==> src/rtl/gcd.sv <==
// Iterative subtract/swap Euclid GCD engine with a start/valid handshake.
// result_valid stays high in IDLE until the next job is accepted.
module gcd #(
    parameter int W = 10
) (
    input  logic         clk,
    input  logic         rst,
    input  logic         start,
    input  logic [W-1:0] A_in,
    input  logic [W-1:0] B_in,
    output logic [W-1:0] result,
    output logic         result_valid
);

    typedef enum logic {
        IDLE = 1'b0,
        BUSY = 1'b1
    } state_t;

    state_t       state;
    logic [W-1:0] a;
    logic [W-1:0] b;

    // NOTE: all state, including result, uses non-blocking assignments so the
    // swap below reads the pre-edge values of both a and b.
    always_ff @(posedge clk or negedge rst) begin
        if (!rst) begin
            state        <= IDLE;
            a            <= '0;
            b            <= '0;
            result       <= '0;
            result_valid <= 1'b0;
        end else begin
            unique case (state)
                IDLE: begin
                    if (start) begin
                        a            <= A_in;
                        b            <= B_in;
                        result_valid <= 1'b0;
                        state        <= BUSY;
                    end
                end
                BUSY: begin
                    if (b == '0) begin
                        result       <= a;
                        result_valid <= 1'b1;
                        state        <= IDLE;
                    end else if (a < b) begin
                        a <= b;
                        b <= a;
                    end else begin
                        a <= a - b;
                    end
                end
                default: state <= IDLE;
            endcase
        end
    end

endmodule

==> config.mk <==
export PLATFORM = sky130hd
export DESIGN_NAME = gcd
export DESIGN_NICKNAME = d
export VERILOG_FILES = /design/src/rtl/gcd.sv
export SDC_FILE = /design/constraint.sdc
export NUM_CORES = 1
export LEC_CHECK = 0
export BUFFER_PORTS_ARGS = -buffer_cell sky130_fd_sc_hd__buf_4
export CORE_AREA = 2 2 72 74
export DETAILED_ROUTE_END_ITERATION = 10
export DIE_AREA = 0 0 74 76
export PLACE_DENSITY_LB_ADDON = 0.12
export SLEW_MARGIN = 0
export SYNTH_ARGS = -nofsm -noshare
export SYNTH_HDL_FRONTEND = slang
export SYNTH_SLANG_ARGS = --single-unit
==> constraint.sdc <==
create_clock -name clk -period 3.2 [get_ports clk]
set_input_delay 0.64 -clock clk [delete_from_list [all_inputs] [get_ports clk]]
set_output_delay 0.64 -clock clk [all_outputs]
set_load 0.03 [all_outputs]
==> results.toml <==
[sta]
slew_violations = 0
fin_crit_sh = 0.857
rsz0062_at_grt = "no"
period_minus_slack_ns = 2.74
max_freq_mhz = 365
skew_ns = 0.00552
fin_hold_ws_ns = 0.302
worst_slack_ns = 0.459
worst_slew_pin_slew_ns = 0.713
finalHoldViolCount = 0
tns_ns = 0
max_slew_margin = 0.524
final-setup-viol-count = 0

[critical_path]
cp_top_family = "compound AO/OA/AOI/OAI gates"
endpoint_kind = "register"
endpoint = "b[9]"
critical_path_buf_inv_count = 2
r2r-start = "a[0]"
cpPeakStageDelay_ns = 0.49
worstSetupStartpointType = "register"
r2r-end = "b[9]"
rrSetupSlack_ns = 0.46
path_max_fanout = 16
crit_type = "reg2reg"
cpMaxStageDelayCell = "a31oi_2"
arrival_ns = 2.94
cp-startpoint = "a[0]"
cp_num_cells = 9
path_cells = "inv_1 -> ha_1 -> fa_1 -> nand2b_1 -> a21oi_2 -> o21ai_2 -> a31oi_2 -> buf_4 -> mux2i_1"
required_ns = 3.40
r2r_cells = 9

[synth]
muxShareOfSynthArea = 0.146
yosys.area.top_type = "dfrtp_1"
synth_simple_gate_area_share = 0.133
synth_top_family_by_area = "compound AO/OA/AOI/OAI gates"
synth_cell_types = 51
ys_ff_latch = 32
synth_xor_area_frac = 0.0245
ys.warnings.count = 0
netlist.area_leader.share = 0.374
yosysMostFrequentCell = "dfrtp_1"
ys_async_sr_fraction = 1.00
synth_edf_count = 0
synthCells = 223
yosysSeqAreaShare = 0.374
synth_area_sq_um = 2140
synth_flop_cell = "dfrtp_1"
synth_area_leaders = "dfrtp_1 (37%), mux2i_1 (9.3%), ha_1 (5.8%), o21ai_0 (3.7%), mux2_2 (3.7%)"
synthTopCellsByCount = "dfrtp_1 (32), mux2i_1 (20), inv_1 (18), o21ai_0 (16), nor2_1 (11)"
synth_fp_nets = 257
synth_compound_area_frac = 0.200
syn_area_per_cell_sq_um = 9.61
synthAdderAreaFrac = 0.0678

[finish]
drive_gt1_frac = 0.240
multiInputGateArea_sq_um = 1220
seqCellArea_sq_um = 801
nets = 292
diodes = 0
area_growth_pct = 19.6
stdcell_area_sq_um = 2560
n_fill_cell = 470

[die]
dieArea_sq_um = 5620
row_count = 26
coreArea_sq_um = 4910
die_x_microns = 74
die_h_microns = 76
io_pins = 34
initial_core_util = 0.436

[placed_design]
place.gp.congestion = 0.861
post_dp_cell_area_sq_um = 2460
hpwl_microns = 4050
place_ws_ns = 0.476
port_buffers = 33

[global_route]
grt_usage = 0.207
antenna_found_initial = 0
grt-ovfl-total = 0
grt_max_degree = 33
grt_pass1_wl_microns = 8950
grt_pass1_vias = 1774

[cts]
postCtsHoldBufs = 0
cts_sinks = 32
htreeDepth = 2
cts_tree = "yes"
clk_pin_slew_ns = 0.07
numCtsBuffers = 5
ctsResizeCount = 0
clock_path_buffers = 2
post-cts-setup-buffers = 0
clock_latency_ns = 0.28
cts_root_buffer = "clkbuf_8"

[routing]
viasPerCell = 5.40
drt-total-wl_microns = 5320
wl_per_cell_microns = 16.2
vias = 1771
first_pass_iters = 4
ant_nets = 0
first_iter_violations = 94
post-route-drc-count = 0

[power_and_ir_drop]
power_density_nw_per_um2 = 1230
power.leakage_nw = 1.24
worst_ir_drop_vdd_v = 0.000462
power_mw = 3.15

[run]
maxCapViolations = 0

[run_status]
status = "complete, no violations"

[worst_hold_path]
hp-class = "in2async"
[power by group]
part | switching (mW) | total [mW] | internal (mW) | leakage (nW)
Clock | 0.144 | 0.335 | 0.191 | 0.0503
Sequential | 0.174 | 0.776 | 0.601 | 0.394
Combinational | 1.12 | 2.04 | 0.921 | 0.799
Total | 1.44 | 3.15 | 1.71 | 1.24
[state kept, by name (all words and copies together), names as in the netlist]
name	count
state	1
result_valid	1
result	10
a	10
b	10
[per-stage QoR]
step	util	instances
3_3_place_gp	0.502	321
3_5_place_dp	0.502	321
2_1_floorplan	-	223
6_report	0.521	328
4_1_cts	0.521	328
5_1_grt	0.521	328
[layer usage]
metal	GRT usage	up-vias	share of wire
met2	0.291	43	0.43
li1	-	887	-
met5	0	-	0
met3	0.0476	6	0.043
met4	0.0618	0	0.013
met1	0.313	835	0.51
[cells by family after synthesis]
logic type | Yosys count
multiplexers | 30
XOR/XNOR | 6
buffers and inverters | 28
flip-flops | 32
adder cells (fa/ha/maj) | 11
AO/OA/AOI/OAI | 65
AND/OR/NAND/NOR | 51
[cells in the final DEF (no fill, tap or decap), types with 4 or more instances in the layout]
cell and count:
o31a_1 5, inv_1 18, mux2_2 7, nand2_1 10, o22ai_1 4, a211oi_1 6, mux2i_1 20, buf_4 38
ha_1 10, and3_1 4, nand2b_1 4, nor2_1 11, dfrtp_1 32, o21ai_1 9, o21ai_0 16, clkbuf_8 7
a21oi_1 6
[how the worst min path moves through the flow]
stage / slack (ns) / depth (start not counted) / endpoint / from
2_1_floorplan: 0.34 / 0 / a[0] / rst
3_3_place_gp: 0.47 / 2 / result[9] / result[9]
3_5_place_dp: 0.48 / 2 / result[9] / result[9]
4_1_cts: 0.31 / 1 / b[0] / rst
5_1_grt: 0.32 / 1 / a[1] / rst
6_report: 0.30 / 1 / b[0] / rst
[cell type report]
class	count	share of cell area
Multi-Input combinational cell	163	0.478
Sequential cell	32	0.313
Timing Repair Buffer	38	0.111
Clock buffer	7	0.0376
Tap cell	70	0.0342
Inverter	18	0.0264
(Power assumes the default switching activity.)
